<file path="src/rtl/stream_fifo_engine.sv">
// ---------------------------------------------------------------------------
// stream_fifo_engine
//
// Parametrised FIFO core that sits behind the 8-pin user-module wrapper. It
// supports three operating modes plus a clear mode, all selected by `mode`:
//   00 CONFIG   : synchronous clear of pointers, shifters, rdata and flags
//   01 SERIAL   : bit-serial in (sin, MSB first) / bit-serial out (sout)
//   10 PARALLEL : word-wide in (wdata) / word-wide out (rdata)
//   11 CYCLE    : ring playback, the oldest word is re-appended every edge
//
// Ports
//   myclock              : single clock, all state updates on rising edge
//   resetn               : asynchronous active-low reset
//   mode[1:0]            : operating mode (see above)
//   push, pop            : write / read strobes (SERIAL and PARALLEL only)
//   sin                  : serial data in, MSB first
//   wdata[WORDSIZE-1:0]  : parallel write data
//   rdata[WORDSIZE-1:0]  : last word read, registered
//   sout                 : serial data out, MSB first
//   count[WIDTH:0]       : occupancy 0..DEPTH
//   empty, full, afull   : count==0, count==DEPTH, count>=AFULL
//   overflow, underflow  : sticky error flags
// ---------------------------------------------------------------------------
module stream_fifo_engine #(
    parameter int   WORDSIZE = 4,
    parameter int   DEPTH    = 8,
    parameter int   AFULL    = 6,
    localparam int  WIDTH    = $clog2(DEPTH)
) (
    input  logic                myclock,
    input  logic                resetn,
    input  logic [1:0]          mode,
    input  logic                push,
    input  logic                pop,
    input  logic                sin,
    input  logic [WORDSIZE-1:0] wdata,
    output logic [WORDSIZE-1:0] rdata,
    output logic                sout,
    output logic [WIDTH:0]      count,
    output logic                empty,
    output logic                full,
    output logic                afull,
    output logic                overflow,
    output logic                underflow
);

    typedef enum logic [1:0] {
        MODE_CONFIG   = 2'b00,
        MODE_SERIAL   = 2'b01,
        MODE_PARALLEL = 2'b10,
        MODE_CYCLE    = 2'b11
    } mode_t;

    localparam logic [WIDTH:0] PTR_ONE = (WIDTH+1)'(1);
    localparam logic [WIDTH:0] DEPTH_C = (WIDTH+1)'(DEPTH);
    localparam logic [WIDTH:0] AFULL_C = (WIDTH+1)'(AFULL);

    // Storage (not reset) and state registers
    logic [WORDSIZE-1:0] r_mem [DEPTH];
    logic [WIDTH:0]      r_wptr;
    logic [WIDTH:0]      r_rptr;
    logic [WORDSIZE-1:0] r_ishift;
    logic [WORDSIZE-1:0] r_oshift;
    logic [WORDSIZE-1:0] r_rdata;
    logic                r_overflow;
    logic                r_underflow;

    mode_t               w_mode;
    logic [WIDTH-1:0]    w_widx;
    logic [WIDTH-1:0]    w_ridx;
    logic [WORDSIZE-1:0] w_rword;
    logic [WORDSIZE-1:0] w_serial_word;
    logic [WORDSIZE-1:0] w_mem_wdata;
    logic [WIDTH:0]      w_count;
    logic                w_empty;
    logic                w_full;
    logic                w_active;
    logic                w_pop_acc;
    logic                w_push_acc;
    logic                w_cyc_step;
    logic                w_mem_we;
    logic                w_ovf_evt;
    logic                w_unf_evt;

    assign w_mode  = mode_t'(mode);
    assign w_widx  = r_wptr[WIDTH-1:0];
    assign w_ridx  = r_rptr[WIDTH-1:0];
    assign w_rword = r_mem[w_ridx];

    // The extra wrap bit makes wptr-rptr an exact occupancy, including DEPTH.
    assign w_count = r_wptr - r_rptr;
    assign w_empty = (w_count == '0);
    assign w_full  = (w_count == DEPTH_C);

    // The word a serial push stores includes the sin sample of this same edge.
    assign w_serial_word = {r_ishift[WORDSIZE-2:0], sin};

    // Accept rules: a pop frees a slot in the same edge, so a full FIFO can
    // still take a push when the pop goes through.
    assign w_active   = (w_mode == MODE_SERIAL) || (w_mode == MODE_PARALLEL);
    assign w_pop_acc  = w_active && pop && !w_empty;
    assign w_push_acc = w_active && push && (!w_full || w_pop_acc);
    assign w_cyc_step = (w_mode == MODE_CYCLE) && !w_empty;
    assign w_ovf_evt  = w_active && push && w_full && !w_pop_acc;
    assign w_unf_evt  = w_active && pop && w_empty;

    assign w_mem_we = w_push_acc || w_cyc_step;

    always_comb begin
        w_mem_wdata = wdata;
        case (w_mode)
            MODE_SERIAL: w_mem_wdata = w_serial_word;
            MODE_CYCLE:  w_mem_wdata = w_rword;   // re-append the oldest word
            default:     w_mem_wdata = wdata;
        endcase
    end

    // Memory write port. When full, wptr and rptr share an index; the read
    // side still sees the old word because reads are taken from the register
    // state before this edge.
    always_ff @(posedge myclock) begin
        if (w_mem_we) begin
            r_mem[w_widx] <= w_mem_wdata;
        end
    end

    always_ff @(posedge myclock or negedge resetn) begin
        if (!resetn) begin
            r_wptr      <= '0;
            r_rptr      <= '0;
            r_ishift    <= '0;
            r_oshift    <= '0;
            r_rdata     <= '0;
            r_overflow  <= 1'b0;
            r_underflow <= 1'b0;
        end else if (w_mode == MODE_CONFIG) begin
            r_wptr      <= '0;
            r_rptr      <= '0;
            r_ishift    <= '0;
            r_oshift    <= '0;
            r_rdata     <= '0;
            r_overflow  <= 1'b0;
            r_underflow <= 1'b0;
        end else begin
            if (w_push_acc || w_cyc_step) begin
                r_wptr <= r_wptr + PTR_ONE;
            end
            if (w_pop_acc || w_cyc_step) begin
                r_rptr  <= r_rptr + PTR_ONE;
                r_rdata <= w_rword;
            end
            // Shifters only move in SERIAL mode; they hold otherwise.
            if (w_mode == MODE_SERIAL) begin
                r_ishift <= w_serial_word;
                if (w_pop_acc) begin
                    r_oshift <= w_rword;
                end else begin
                    r_oshift <= {r_oshift[WORDSIZE-2:0], 1'b0};
                end
            end
            if (w_ovf_evt) begin
                r_overflow <= 1'b1;
            end
            if (w_unf_evt) begin
                r_underflow <= 1'b1;
            end
        end
    end

    assign rdata     = r_rdata;
    assign sout      = r_oshift[WORDSIZE-1];
    assign count     = w_count;
    assign empty     = w_empty;
    assign full      = w_full;
    assign afull     = (w_count >= AFULL_C);
    assign overflow  = r_overflow;
    assign underflow = r_underflow;

endmodule

</file>
<file path="config.mk">
export PLATFORM = sky130hd
export DESIGN_NAME = stream_fifo_engine
export DESIGN_NICKNAME = d
export VERILOG_FILES = /design/src/rtl/stream_fifo_engine.sv
export SDC_FILE = /design/constraint.sdc
export NUM_CORES = 1
export LEC_CHECK = 0
export CORE_MARGIN = 4
export CORE_UTILIZATION = 35
export DETAILED_ROUTE_END_ITERATION = 8
export PLACE_DENSITY = 0.53
export SYNTH_ARGS = -nofsm -noshare
export SYNTH_HDL_FRONTEND = slang
export SYNTH_SLANG_ARGS = --single-unit
</file>
<file path="constraint.sdc">
create_clock -name myclock -period 8.03 [get_ports myclock]
set_input_delay 0.803 -clock myclock [delete_from_list [all_inputs] [get_ports myclock]]
set_output_delay 0.803 -clock myclock [all_outputs]
set_load 0.01 [all_outputs]
</file>
==> out/metrics.csv <==
stage,metric,value,unit
power,Comb power frac,46.5,%
worst_hold_path,Hold WC Path Type,reg2reg,
clock_tree,Longest Clk Path Bufs,2,
layout,area grow syn2layout,15.8,%
yosys,register bit total from synthesis,53,
global_route,initial antenna violation count,0,
floorplanning,Top Ports,25,
drt,antenna-violating nets left,0,
yosys,Mapped Cells,201,
sta,Worst-Margin Slew,1.11,ns
yosys,Mean Syn Cell Area,12.8,sq um
sta,endpoints failing setup,0,
layout,fillcell total,663,
layout,Nets,243,
worst_setup_path,Crit path arrival time,2.81,ns
worst_setup_path,CP Max Fanout,12,
global_route,GRT Resource Usage Total,13.0,%
drt,vias post-DR,1621,
sta,Worst slew margin,25.1,%
yosys,post-synth net total,221,
sta,final slew viol count,0,
drt,post-route DRC violation count,0,
clock_tree,postcts setup bufs,0,
place,Post-Place Worst Slack,4.54,ns
place,DPL Wire Length,3830,um
place,gp weighted congestion,0.762,
worst_setup_path,r2r setup slk,4.64,ns
clock_tree,cts hold-fix bufs,0,
floorplanning,Die Wd,93.6,um
yosys,register area share after synthesis,58.0,%
yosys,Synth cell types,45,
floorplanning,Starting Density,36.9,%
global_route,vias in the first global route,1637,
drt,vias per inst,5.07,
floorplanning,die height,93.6,um
clock_tree,CTS Sinks,53,
worst_setup_path,startpoint class of the critical path,flip-flop,
power,sw power,0.000390,W
global_route,total gr overflow,0,
drt,DRT Pass-1 Iters,4,
place,Buffers on Ports,24,
run_status,status,finished clean,
clock_tree,Resized Gates After CTS,0,
worst_setup_path,data required time of the critical path,7.23,ns
sta,Final Hold Viols,0,
yosys,synthesis warning total,0,
worst_hold_path,HP Start,underflow,
sta,FMAX,277,MHz
floorplanning,# rows,30,
layout,antenna cell count,0,
flow_run,max cap viols,0,
power,Clock power frac,14.3,%
yosys,Mapped Area,0.00256,sq mm
power,Int Pwr,0.000645,W
power,Seq pwr share,39.2,%
layout,share of cells above drive strength 1,8.93,%
worst_setup_path,crit path from,r_rptr[0],
clock_tree,Num CTS Buffers,5,
sta,setup_tns,0,ns
sta,RSZ-0062 raised after global routing,no,
power,switching share of power,37.6,%
clock_tree,number of H-tree levels,2,
floorplanning,core area,0.00694,sq mm
floorplanning,Die Area,0.00876,sq mm
worst_setup_path,CP endpoint kind,output port,
worst_setup_path,worst r2r src,r_rptr[0],
sta,minimum clock period,3.61,ns
power,Pleak,1.14,nW
power,Tot Pwr,0.00103,W
power,P per Cell Area,349,mW/mm^2
clock_tree,Clock transition at path regs,0.10,ns
drt,Starting DRT DRC Count,74,
power,Max IR drop VDD,0.000104,V
sta,Final Cycle Share,45.0,%
clock_tree,worst skew pair latency,0.31,ns
sta,clock skew,0.00815,ns
drt,wire per inst,16.4,um
clock_tree,Root Buffer,clkbuf_8,
clock_tree,TritonCTS clock tree,done,
global_route,largest net degree at the start of global routing,25,
sta,setup ws final,4.42,ns
global_route,first-pass GRT wire length,8660,um
worst_setup_path,crit path kind,reg2out,
drt,Routed WL,5240,um
[path summary, 6_finish.rpt]
check                                    to  cells past startpoint
worst max-delay path                  empty                      6
worst min-delay path              underflow                      2
worst max register to register  r_mem[2][3]                      7
worst min register to register    underflow                      2
max in group asynchronous         r_rptr[0]                      1
min in group asynchronous          overflow                      1
[cell usage after synthesis (all sizes together)]
cell type	count	area, sq um
o31ai	3	22.5
buf	5	30.0
xor2	2	17.5
nor3b	3	22.5
a41o	1	10.0
mux4	8	180
nand3	6	30.0
edfxtp	32	961
dfrtp	21	526
and3b	1	8.76
inv	11	41.3
mux2i	7	70.1
or4	2	15.0
nor2	21	81.3
a31oi	4	25.0
or4b	1	10.0
nand2b	1	6.26
and4	3	26.3
fa	1	20.0
a21o	2	15.0
o21ai	6	30.0
and3	3	18.8
mux2	2	26.3
a22oi	4	30.0
clkbuf	5	18.8
nand2	9	33.8
a21oi	9	45.0
clkinv	1	3.75
nor4	7	43.8
xnor2	2	17.5
nor2b	1	6.26
nand4	1	6.26
or2	1	6.26
nand3b	1	7.51
a311oi	1	8.76
ha	8	100
nor3	2	21.3
a211oi	3	22.5
[sequential cells by signal, indices dropped and copies added, names as in the netlist]
name / flops
r_mem: 32
r_oshift: 4
r_rptr: 4
r_wptr: 4
rdata: 4
r_ishift: 3
overflow: 1
underflow: 1
[per-stage QoR]
stage | cells | hold slack, ns | utilization (%) | instance area [sq um]
2_1_floorplan | 201 | 0.487 | - | 2560
3_3_place_gp | 312 | 0.486 | 41.5 | 2880
3_5_place_dp | 312 | 0.493 | 41.5 | 2880
4_1_cts | 320 | 0.516 | 42.8 | 2970
5_1_grt | 320 | 0.524 | 42.8 | 2970
6_report | 320 | 0.511 | 42.8 | 2970
[cell type report]
cell class | count | area [sq um] | share of cell area (%)
Clock buffer | 5 | 68.8 | 2.32
Multi-Input combinational cell | 126 | 985 | 33.2
Clock inverter | 3 | 16.3 | 0.548
Tap cell | 96 | 120 | 4.05
Sequential cell | 53 | 1490 | 50.1
Timing Repair Buffer | 25 | 248 | 8.34
Inverter | 12 | 45.0 | 1.52
[placed cells by master, fill, tap and decap left out, types with 3 or more instances in the layout]
cell and count:
nor4_1 7, clkinv_1 3, a21oi_1 9, a211oi_1 3, nor2_1 20, edfxtp_1 32
dfrtp_1 21, nand2_1 9, nand3_1 6, o31ai_1 3, mux4_2 8, clkbuf_8 5
a31oi_1 4, ha_1 8, nor3b_1 3, and4_1 3, inv_1 10, clkdlybuf4s50_1 24
and3_1 3, a22oi_1 4, o21ai_0 5, mux2i_1 7
[logic make-up (layout without fill, tap and decap cells)]
| family | after synthesis | count (layout) | share of synthesized area [%] |
|---|---|---|---|
| muxes | 17 | 17 | 10.8 |
| AOI/OAI and AO/OA | 33 | 33 | 8.15 |
| DFF | 53 | 53 | 58.0 |
| xor gates and xnor gates | 4 | 4 | 1.37 |
| buffers and inverters | 22 | 45 | 3.66 |
| adders and majority gates | 9 | 9 | 4.68 |
| and+or+nand+nor | 63 | 63 | 13.4 |
[power by group through the flow]
stage / combinational, W / clock (W) / sequential, W
final: 0.000481 / 0.000148 / 0.000405
after global routing: 0.000536 / 0.000166 / 0.000415
after CTS: 0.000490 / 0.000153 / 0.000407
after detailed placement: 0.000488 / 0 / 0.000414
after global placement: 0.000486 / 0 / 0.000415
after floorplan: 0.000328 / 0 / 0.000388
[per-layer routing]
layer / share of wire (%) / GRT usage (%) / vias to the layer above
met5: 0 / 0 / -
met4: 1.7 / 4.93 / 0
met3: 3.4 / 3.14 / 6
met2: 48 / 20.5 / 33
met1: 47 / 17.4 / 785
li1: - / - / 797
[critical path, cell delays in order (launching register included)]
cell             delay, ns
dfrtp_1               0.63
ha_1                  0.35
fa_1                  0.38
xor2_1                0.24
nand3_1               0.14
a21oi_1               0.19
clkdlybuf4s50_1       0.57
No activity file was read; power rests on OpenSTA's default activity.
